### src/rtl/fifo_sync_param_pkg.sv
// Shared helpers for the parametrised synchronous FIFO family.
// Holds only the constant functions used to size address ports.
package fifo_sync_param_pkg;

  // Ceiling log2 for elaboration-time sizing; clog2(1) = 0.
  function automatic int unsigned clog2(input int unsigned value);
    int unsigned v;
    int unsigned r;
    v = (value > 1) ? value - 1 : 0;
    r = 0;
    while (v != 0) begin
      r = r + 1;
      v = v >> 1;
    end
    return r;
  endfunction

endpackage

### src/rtl/fifo_sync_ptr.sv
// Pointer, occupancy and flag logic for a power-of-two synchronous FIFO.
// Independent of the storage type so it can sit beside distributed or block RAM.
module fifo_sync_ptr #(
  parameter int unsigned N_log      = 3,
  parameter int unsigned AFULL_THR  = 6,
  parameter int unsigned AEMPTY_THR = 1
) (
  input  logic             clk,
  input  logic             rst_n,
  input  logic             i_flush,
  input  logic             i_wr_en,
  input  logic             i_rd_en,
  output logic             o_wr_fire_c,
  output logic             o_rd_fire_c,
  output logic [N_log-1:0] o_wr_ptr,
  output logic [N_log-1:0] o_rd_ptr,
  output logic [N_log-1:0] o_rd_ptr_nxt_c,
  output logic             o_nonempty_nxt_c,
  output logic             o_full,
  output logic             o_almost_full,
  output logic             o_empty,
  output logic             o_almost_empty,
  output logic             o_wr_err,
  output logic             o_rd_err,
  output logic [N_log:0]   o_words
);

  localparam int unsigned PW    = N_log;
  localparam int unsigned CW    = N_log + 1;
  localparam int unsigned DEPTH = 1 << N_log;

  logic [PW-1:0] wr_ptr_q, wr_ptr_d;
  logic [PW-1:0] rd_ptr_q, rd_ptr_d;
  logic [CW-1:0] words_q, words_d;
  logic          full_q, full_d;
  logic          afull_q, afull_d;
  logic          empty_q, empty_d;
  logic          aempty_q, aempty_d;
  logic          wr_err_q, wr_err_d;
  logic          rd_err_q, rd_err_d;
  logic          wr_fire_c;
  logic          rd_fire_c;

  // Accept decisions use only the registered flags; flush discards both requests.
  always_comb begin
    wr_fire_c = i_wr_en && !full_q  && !i_flush;
    rd_fire_c = i_rd_en && !empty_q && !i_flush;
    wr_err_d  = i_wr_en && full_q   && !i_flush;
    rd_err_d  = i_rd_en && empty_q  && !i_flush;

    wr_ptr_d  = wr_ptr_q + PW'(wr_fire_c);
    rd_ptr_d  = rd_ptr_q + PW'(rd_fire_c);
    words_d   = words_q + CW'(wr_fire_c) - CW'(rd_fire_c);

    if (i_flush) begin
      wr_ptr_d = '0;
      rd_ptr_d = '0;
      words_d  = '0;
    end

    full_d   = (words_d == CW'(DEPTH));
    empty_d  = (words_d == '0);
    afull_d  = (words_d >= CW'(AFULL_THR));
    aempty_d = (words_d <= CW'(AEMPTY_THR));
  end

  always_ff @(posedge clk or negedge rst_n) begin
    if (!rst_n) begin
      wr_ptr_q <= '0;
      rd_ptr_q <= '0;
      words_q  <= '0;
      full_q   <= 1'b0;
      afull_q  <= 1'b0;
      empty_q  <= 1'b1;
      aempty_q <= 1'b1;
      wr_err_q <= 1'b0;
      rd_err_q <= 1'b0;
    end else begin
      wr_ptr_q <= wr_ptr_d;
      rd_ptr_q <= rd_ptr_d;
      words_q  <= words_d;
      full_q   <= full_d;
      afull_q  <= afull_d;
      empty_q  <= empty_d;
      aempty_q <= aempty_d;
      wr_err_q <= wr_err_d;
      rd_err_q <= rd_err_d;
    end
  end

  assign o_wr_fire_c      = wr_fire_c;
  assign o_rd_fire_c      = rd_fire_c;
  assign o_wr_ptr         = wr_ptr_q;
  assign o_rd_ptr         = rd_ptr_q;
  assign o_rd_ptr_nxt_c   = rd_ptr_d;
  assign o_nonempty_nxt_c = !empty_d;
  assign o_full           = full_q;
  assign o_almost_full    = afull_q;
  assign o_empty          = empty_q;
  assign o_almost_empty   = aempty_q;
  assign o_wr_err         = wr_err_q;
  assign o_rd_err         = rd_err_q;
  assign o_words          = words_q;

endmodule

### src/rtl/xil_dmem_tp.sv
// Two-port distributed memory: synchronous write, asynchronous read.
// No reset on the array; readers must only consume words that were written.
module xil_dmem_tp
  import fifo_sync_param_pkg::*;
#(
  parameter int unsigned DATA_W = 16,
  parameter int unsigned DEPTH  = 8
) (
  input  logic                     clk,
  input  logic                     i_we,
  input  logic [clog2(DEPTH)-1:0]  i_waddr,
  input  logic [DATA_W-1:0]        i_wdata,
  input  logic [clog2(DEPTH)-1:0]  i_raddr,
  output logic [DATA_W-1:0]        o_rdata
);

  logic [DATA_W-1:0] mem_q [DEPTH];

  always_ff @(posedge clk) begin
    if (i_we) begin
      mem_q[i_waddr] <= i_wdata;
    end
  end

  assign o_rdata = mem_q[i_raddr];

endmodule

### src/rtl/fifo_sync_param.sv
// Parametrised single-clock FIFO: distributed storage, registered read data,
// optional first-word-fall-through presentation of the head word.
module fifo_sync_param
  import fifo_sync_param_pkg::*;
#(
  parameter int unsigned DATA_W     = 16,
  parameter int unsigned N_log      = 3,
  parameter int unsigned FWFT       = 0,
  parameter int unsigned AFULL_THR  = 6,
  parameter int unsigned AEMPTY_THR = 1
) (
  input  logic              clk,
  input  logic              rst_n,
  input  logic              i_flush,
  input  logic [DATA_W-1:0] i_wr_data,
  input  logic              i_wr_en,
  output logic              o_full,
  output logic              o_almost_full,
  output logic              o_wr_err,
  input  logic              i_rd_en,
  output logic [DATA_W-1:0] o_rd_data,
  output logic              o_empty,
  output logic              o_almost_empty,
  output logic              o_rd_err,
  output logic [N_log:0]    o_words
);

  localparam int unsigned DEPTH = 1 << N_log;

  logic              wr_fire_c;
  logic              rd_fire_c;
  logic [N_log-1:0]  wr_ptr;
  logic [N_log-1:0]  rd_ptr;
  logic [N_log-1:0]  rd_ptr_nxt_c;
  logic              nonempty_nxt_c;
  logic [N_log-1:0]  rd_addr_c;
  logic [DATA_W-1:0] mem_rdata_c;
  logic [DATA_W-1:0] rd_data_q, rd_data_d;

  fifo_sync_ptr #(
    .N_log      (N_log),
    .AFULL_THR  (AFULL_THR),
    .AEMPTY_THR (AEMPTY_THR)
  ) u_ptr (
    .clk              (clk),
    .rst_n            (rst_n),
    .i_flush          (i_flush),
    .i_wr_en          (i_wr_en),
    .i_rd_en          (i_rd_en),
    .o_wr_fire_c      (wr_fire_c),
    .o_rd_fire_c      (rd_fire_c),
    .o_wr_ptr         (wr_ptr),
    .o_rd_ptr         (rd_ptr),
    .o_rd_ptr_nxt_c   (rd_ptr_nxt_c),
    .o_nonempty_nxt_c (nonempty_nxt_c),
    .o_full           (o_full),
    .o_almost_full    (o_almost_full),
    .o_empty          (o_empty),
    .o_almost_empty   (o_almost_empty),
    .o_wr_err         (o_wr_err),
    .o_rd_err         (o_rd_err),
    .o_words          (o_words)
  );

  xil_dmem_tp #(
    .DATA_W (DATA_W),
    .DEPTH  (DEPTH)
  ) u_mem (
    .clk     (clk),
    .i_we    (wr_fire_c),
    .i_waddr (wr_ptr),
    .i_wdata (i_wr_data),
    .i_raddr (rd_addr_c),
    .o_rdata (mem_rdata_c)
  );

  // FWFT looks ahead to the post-edge head; standard mode reads the current head.
  assign rd_addr_c = (FWFT != 0) ? rd_ptr_nxt_c : rd_ptr;

  // A write landing on the next head slot is not in the array yet, so bypass it.
  always_comb begin
    rd_data_d = rd_data_q;
    if (FWFT != 0) begin
      if (nonempty_nxt_c) begin
        rd_data_d = (wr_fire_c && (wr_ptr == rd_ptr_nxt_c)) ? i_wr_data : mem_rdata_c;
      end
    end else if (rd_fire_c) begin
      rd_data_d = mem_rdata_c;
    end
  end

  always_ff @(posedge clk or negedge rst_n) begin
    if (!rst_n) begin
      rd_data_q <= '0;
    end else begin
      rd_data_q <= rd_data_d;
    end
  end

  assign o_rd_data = rd_data_q;

endmodule

### config.mk
export PLATFORM = sky130hd
export DESIGN_NAME = fifo_sync_param
export DESIGN_NICKNAME = d
export VERILOG_FILES = /design/src/rtl/fifo_sync_param_pkg.sv /design/src/rtl/fifo_sync_ptr.sv /design/src/rtl/xil_dmem_tp.sv /design/src/rtl/fifo_sync_param.sv
export SDC_FILE = /design/constraint.sdc
export NUM_CORES = 1
export LEC_CHECK = 0
export ABC_AREA = 1
export CAP_MARGIN = 20
export CELL_PAD_IN_SITES_DETAIL_PLACEMENT = 1
export CELL_PAD_IN_SITES_GLOBAL_PLACEMENT = 1
export CORE_ASPECT_RATIO = 2
export CORE_UTILIZATION = 46
export DETAILED_ROUTE_END_ITERATION = 12
export PLACE_DENSITY_LB_ADDON = 0.2
export SLEW_MARGIN = 20
export SYNTH_ARGS = -nofsm -noshare
export SYNTH_HDL_FRONTEND = slang
export SYNTH_HIERARCHICAL = 1
export SYNTH_SLANG_ARGS = --single-unit
### constraint.sdc
create_clock -name clk -period 2.2 [get_ports clk]
set_input_delay 0.22 -clock clk [delete_from_list [all_inputs] [get_ports clk]]
set_output_delay 0.22 -clock clk [all_outputs]
set_load 0.1 [all_outputs]
==> out/summary.txt, run 1 <==
================================================================================
Ant diodes ........................................................            0
Share of cells above drive strength 1 .............................        14.9%
Post-route fraction of the period consumed by the critical path ...        95.9%
Commonest non-fill, non-tap cells in the layout ................... nand2_1 (271), inv_1 (146), edfxtp_1 (128)
Top-level I/O count ...............................................           47
Number of distinct library cells after synthesis ..................           27
Post-Place Setup Slack ............................................    -0.262 ns
NumNets Final .....................................................          826
Net count after synthesis .........................................          753
F_max .............................................................      474 MHz
Total number of H-tree levels .....................................            4
Average vias per placed instance ..................................         4.95
Initial detailed-routing violation count ..........................          178
Die span in y .....................................................  178 microns
Maximum Capacitance Violations ....................................            0
Maximum fanout along the worst path ...............................            3
Drt pass-1 iters ..................................................            4
Worst setup skew after layout .....................................   0.00729 ns
Average cell area after synthesis .................................   9.84 sq um
Area enclosed by the die boundary .................................  16000 sq um
Post-route antenna net violation count ............................            0
Total detailed-routing wirelength ................................. 18400 microns
Tightest Pin Transition ...........................................     0.792 ns
Max-slew violation count ..........................................            0
Area of combinational cells with multiple inputs ..................   1700 sq um
Width of the die .................................................. 90.0 microns
Number of global-route vias before repair .........................         5439
Met3 demand-to-capacity share in global routing ...................        3.88%
Synthesized instance count ........................................          724
Most area-consuming cells after synthesis ......................... edfxtp_1 (54%), nand2_1 (14%), dfrtp_1 (11%)
Arr. time, crit path ..............................................      2.48 ns
Seq. cell area ....................................................   4660 sq um
Worst min path class ..............................................  in -> async
Summed instance area of the synthesized netlist ...................   7130 sq um
Type of element launching the critical path .......................         flop
M1 GR Usage .......................................................        23.1%
Number of warnings printed during yosys synthesis .................            6
Tmin final ........................................................      2.11 ns
Post-route non-filler standard cell count .........................         1008
Slack of the critical path ........................................    0.0899 ns
Met2 routing resource usage after global routing ..................        48.4%
Routed length per instance ........................................ 18.2 microns
Peak-usage layer in the global routing report .....................         met2
Number of endpoints with negative hold slack in the final report ..            0
Slew headroom .....................................................        47.0%
Filler cell count in the final layout .............................         1679
Number of buffers created by CTS ..................................           17
R2R Path Start .................................................... u_ptr/o_full$_DFF_PN0_
Number of register bits inferred by synthesis .....................          160
Placed Instances ..................................................          975
Detailed-placement wirelength estimate ............................ 12200 microns
Leakage power .....................................................      4.01 nW
Gp weighted congestion ............................................        0.842
Clock tree root buffer cell .......................................    clkbuf_16
Global-route wire length before repair ............................ 28700 microns
Launch point of the worst path .................................... u_ptr/o_full$_DFF_PN0_
Number of antenna violations at the first check in global routing .            0
Sequential cell area fraction in the yosys report .................        65.2%
Core ar. ..........................................................  15200 sq um
Synthesis-to-layout area growth ...................................        19.0%
Area share of the largest cell type after synthesis ...............        53.9%
# port buffers ....................................................           46
Setup Crit Path Kind ..............................................   reg -> reg
CP Data Required Time .............................................      2.57 ns
Worst-skew pair later-pin latency .................................      0.43 ns
Count of vias placed by the detailed router .......................         4988
Initial Util ......................................................        46.8%
Sort of element at the end of the critical path ...................         flop
Clock tree from TritonCTS .........................................         done
Bufs on Longest Clock Path ........................................            2
Total setup violations reported at the end of the flow ............            0
Hold WS ...........................................................     0.253 ns
Cell accounting for the most synthesized area .....................     edfxtp_1
Power per standard cell area ...................................... 1170 nW/um^2
Status ............................................................ finished clean
Clock Pin Slew Worst Setup and Hold Paths .........................      0.06 ns
GRT Total Usage ...................................................        24.6%
Clock sink count ..................................................          160
Residual DRC ......................................................            0
Placement Rows ....................................................           64
Commonest non-fill, non-tap cell in the layout ....................      nand2_1
Peak supply drop ..................................................   0.000986 V
Pin count of the biggest net entering global routing ..............           46
Congestion Overflow GR ............................................            0
================================================================================
[cells in the mapped netlist, drive strengths merged]
| master | n |
|---|---|
| nand2 | 281 |
| nand3 | 66 |
| a21oi | 2 |
| o21ai | 3 |
| dfstp | 2 |
| inv | 153 |
| nor2 | 19 |
| nor3 | 4 |
| fa | 1 |
| ha | 7 |
| edfxtp | 128 |
| or2 | 1 |
| dfrtp | 30 |
| buf | 27 |
[metrics by stage]
step	setup TNS (ns)	area, sq um	util, %	power, mW
2_1_floorplan	0	7150	-	6.15
3_3_place_gp	-0.466	7850	51.6	6.86
3_5_place_dp	-0.838	7850	51.6	6.95
4_1_cts	0	8460	55.6	10.0
5_1_grt	-0.0565	8480	55.7	10.3
6_report	0	8480	55.7	9.95
[where the power goes]
| part | switching, mW | total, mW | internal, mW |
|---|---|---|---|
| Combinational | 2.49 | 3.19 | 0.701 |
| Clock | 1.23 | 3.03 | 1.80 |
| Sequential | 0.177 | 3.73 | 3.56 |
| Total | 3.89 | 9.95 | 6.06 |
[layout make-up]
type	instances	area share, %
inverters	153	6.86
multi-input cells	384	20.1
well taps	198	2.92
repair buffers	81	8.06
clock inverters	15	2.14
flip-flops and latches	160	54.9
clock buffers	17	5.02
[path summary, 6_finish.rpt]
check / endpoint / slack [ns] / cells after the start
max in group asynchronous: o_rd_data[11]$_DFFE_PN0P_ / 1.32 / 2
worst max register to register: u_ptr/o_empty$_DFF_PN1_ / 0.09 / 11
worst min-delay path: o_rd_data[7]$_DFFE_PN0P_ / 0.25 / 1
min in group clk: u_ptr/o_wr_err$_DFF_PN0_ / 0.35 / 3
worst max-delay path: u_ptr/o_empty$_DFF_PN1_ / 0.09 / 11
worst min register to register: o_rd_data[7]$_DFFE_PN0P_ / 0.48 / 2
[cell families (layout without fill, tap and decap cells)]
| group | after synthesis | in the layout | share of synthesized area (%) |
|---|---|---|---|
| AOI/OAI and AO/OA | 5 | 5 | 0.351 |
| buffers and inverters | 180 | 266 | 11.3 |
| and+or+nand+nor | 371 | 371 | 21.6 |
| adders and majority gates | 8 | 8 | 1.51 |
| DFF | 160 | 160 | 65.2 |
[sequential cells by signal, indices dropped and copies added, names as in the netlist]
| name | cells |
|---|---|
| u_ptr/o_wr_ptr | 3 |
| u_ptr/o_full | 1 |
| u_ptr/o_almost_empty | 1 |
| u_ptr/o_words | 4 |
| u_ptr/o_rd_ptr | 3 |
| u_ptr/o_rd_err | 1 |
| o_rd_data | 16 |
| u_ptr/o_almost_full | 1 |
| u_mem/mem_q | 128 |
| u_ptr/o_empty | 1 |
| u_ptr/o_wr_err | 1 |
[worst max-delay path: stages (launching register included)]
cell and delay [ns]:
dfrtp_4 0.50, nor3_4 0.15, inv_1 0.07, nand2_2 0.07, nand2_1 0.06, ha_2 0.19
fa_1 0.48, nand2_2 0.10, inv_2 0.06, nor3_4 0.22, nand2_2 0.08, inv_2 0.06
[metal layers]
metal | share of wire (%) | vias up | routed length, microns
li1 | - | 2375 | -
met1 | 34 | 2464 | 6320
met2 | 58 | 100 | 10600
met3 | 2.4 | 49 | 440
met4 | 5.3 | 0 | 975
met5 | 0 | - | 0
[what timing repair did]
item	CTS	global route
buffers inserted	0	1
setup endpoints to repair	0	2
resized for setup	0	4
hold buffers	0	0
Note: power is estimated with default switching activity, not from simulation.
==> run 2, diff against run 1 <==
--- a/config.mk
+++ b/config.mk
@@ -13,6 +13,7 @@
 export CORE_UTILIZATION = 46
 export DETAILED_ROUTE_END_ITERATION = 12
 export PLACE_DENSITY_LB_ADDON = 0.2
+export SKIP_LAST_GASP = 1
 export SLEW_MARGIN = 20
 export SYNTH_ARGS = -nofsm -noshare
 export SYNTH_HDL_FRONTEND = slang
==> out/summary.txt, run 2 (synthesis gave the netlist of run 1 again) <==
================================================================================
Leakage power .....................................................      4.01 nW
Placed cell area ..................................................   7850 sq um
Filler cell count in the final layout .............................         1679
Peak supply drop ..................................................   0.000994 V
Total number of H-tree levels .....................................            4
Worst setup skew after layout .....................................   0.00727 ns
Met3 demand-to-capacity share in global routing ...................        3.88%
Hold WS ...........................................................     0.254 ns
Core ar. ..........................................................  15200 sq um
Arr. time, crit path ..............................................      2.47 ns
Type of element launching the critical path .......................         flop
Area enclosed by the die boundary .................................  16000 sq um
Routed length per instance ........................................ 18.2 microns
Total detailed-routing wirelength ................................. 18400 microns
Total setup violations reported at the end of the flow ............            0
Top-level I/O count ...............................................           47
Combinational share of power ......................................        32.1%
Residual DRC ......................................................            0
Register-to-Register Path Depth ...................................           10
Pin count of the biggest net entering global routing ..............           46
Clock network fraction of total power .............................        30.4%
Accumulated negative setup slack ..................................         0 ns
RSZ-0062 raised after global routing ..............................         true
Finished Core Util ................................................        55.7%
Width of the die .................................................. 90.0 microns
Average vias per placed instance ..................................         4.94
Switching power ...................................................      3.89 mW
Clock Pin Slew Worst Setup and Hold Paths .........................      0.06 ns
Commonest non-fill, non-tap cells in the layout ................... nand2_1 (272), inv_1 (146), edfxtp_1 (128)
Clock tree from TritonCTS .........................................         done
Peak-usage layer in the global routing report .....................         met2
Cts hold-fix bufs .................................................            0
Gp weighted congestion ............................................        0.842
Congestion Overflow GR ............................................            0
Placement Rows ....................................................           64
Sort of element at the end of the critical path ...................         flop
Global-route wire length before repair ............................ 28700 microns
Placed Instances ..................................................          975
Reg-to-reg setup timing slack .....................................      0.09 ns
Max-slew violation count ..........................................            0
NumNets Final .....................................................          826
Bufs on Longest Clock Path ........................................            2
Max FFs per register ..............................................          128
Drt pass-1 iters ..................................................            4
Number of global-route vias before repair .........................         5439
Count of vias placed by the detailed router .......................         4976
Worst-skew pair later-pin latency .................................      0.43 ns
Post-route fraction of the period consumed by the critical path ...        96.0%
Post-route non-filler standard cell count .........................         1008
Clock tree root buffer cell .......................................    clkbuf_16
Status ............................................................ finished clean
Die span in y .....................................................  178 microns
Tmin final ........................................................      2.11 ns
Commonest non-fill, non-tap cell in the layout ....................      nand2_1
Worst min path class ..............................................  in -> async
R2R Path Start .................................................... u_ptr/o_empty$_DFF_PN1_
Register with the most flip-flops .................................  u_mem/mem_q
Sw Share ..........................................................        39.1%
Final design instance area without fill ...........................   8480 sq um
Number of buffers created by CTS ..................................           17
Synthesis-to-layout area growth ...................................        19.0%
Number of endpoints with negative hold slack in the final report ..            0
Met2 routing resource usage after global routing ..................        48.4%
Sequential cell fraction of total power ...........................        37.5%
Post-route antenna net violation count ............................            0
Internal power of the cells .......................................      6.06 mW
Detailed-placement wirelength estimate ............................ 12200 microns
# port buffers ....................................................           46
Tightest Pin Transition ...........................................     0.792 ns
M1 GR Usage .......................................................        23.1%
Ant diodes ........................................................            0
GRT Total Usage ...................................................        24.6%
Setup Crit Path Kind ..............................................   reg -> reg
Slew headroom .....................................................        47.0%
Maximum Capacitance Violations ....................................            0
CP Data Required Time .............................................      2.56 ns
Maximum fanout along the worst path ...............................            5
Worst reg2reg path endpoint ....................................... u_ptr/o_full$_DFF_PN0_
Number of antenna violations at the first check in global routing .            0
Power per standard cell area ...................................... 1170 nW/um^2
Initial detailed-routing violation count ..........................          192
Clock sink count ..................................................          160
Share of cells above drive strength 1 .............................        14.8%
Initial Util ......................................................        46.8%
F_max .............................................................      474 MHz
================================================================================
==> run 2: changes by cell type in the layout (fill, tap and decap cells not counted) <==
cell / previous run / this run
nand2_2: 9 / 8
nand2_1: 271 / 272
==> run 2: stage by stage <==
stage / power, mW / setup WS, ns
detailed placement: 6.95 / -0.262
finish: 9.94 / 0.0883
global placement: 6.86 / -0.184
floorplan: 6.15 / 0.00241
CTS: 10.0 / 0.0727
global route: 10.3 / -0.0266
==> run 2: layout make-up <==
type                       count  area (sq um)  share of cell area (%)
clock inverter                15           181                    2.14
sequential                   160          4660                    54.9
inverter                     153           582                    6.86
multi-input combinational    384          1700                    20.1
timing repair buffer          81           683                    8.06
tap                          198           248                    2.92
clock buffer                  17           425                    5.02
==> run 2: layer usage <==
layer	wire, microns	vias up
li1	-	2376
met1	6370	2459
met4	956	0
met2	10600	93
met5	0	-
met3	429	48
==> run 2: worst max path at each step <==
stage / startpoint / slack (ns) / endpoint / cells after the start
after global routing: u_ptr/o_full$_DFF_PN0_ / -0.03 / u_ptr/o_full$_DFF_PN0_ / 11
after CTS: u_ptr/o_full$_DFF_PN0_ / 0.07 / u_ptr/o_full$_DFF_PN0_ / 11
after floorplan: u_ptr/o_full$_DFF_PN0_ / 0.002 / u_ptr/o_full$_DFF_PN0_ / 11
final: u_ptr/o_empty$_DFF_PN1_ / 0.09 / u_ptr/o_full$_DFF_PN0_ / 10
after detailed placement: i_flush / -0.26 / u_ptr/o_full$_DFF_PN0_ / 12
after global placement: i_flush / -0.18 / u_ptr/o_full$_DFF_PN0_ / 12
==> run 2: power by group through the flow <==
| stage | clock, mW | combinational (mW) | sequential, mW |
|---|---|---|---|
| after floorplan | 0 | 0.926 | 5.23 |
| after global placement | 0 | 3.09 | 3.77 |
| after detailed placement | 0 | 3.16 | 3.79 |
| after CTS | 3.07 | 3.19 | 3.74 |
| after global routing | 3.19 | 3.37 | 3.76 |
| final | 3.02 | 3.19 | 3.73 |
==> run 2: critical path, stage by stage, from the launching register on <==
cell and delay [ns]:
dfstp_4 0.66, nor3_4 0.05, nand2_1 0.09, nand2_1 0.07
ha_2 0.19, fa_1 0.48, nand2_2 0.10, inv_2 0.06
nor3_4 0.22, inv_2 0.05, nor2_2 0.07
==> run 2: timing repair <==
action | 4_1_cts | 5_1_grt
buffers inserted | 0 | 1
hold endpoints to repair | 0 | 0
resized for setup | 0 | 3
endpoints found under the setup margin | 0 | 2
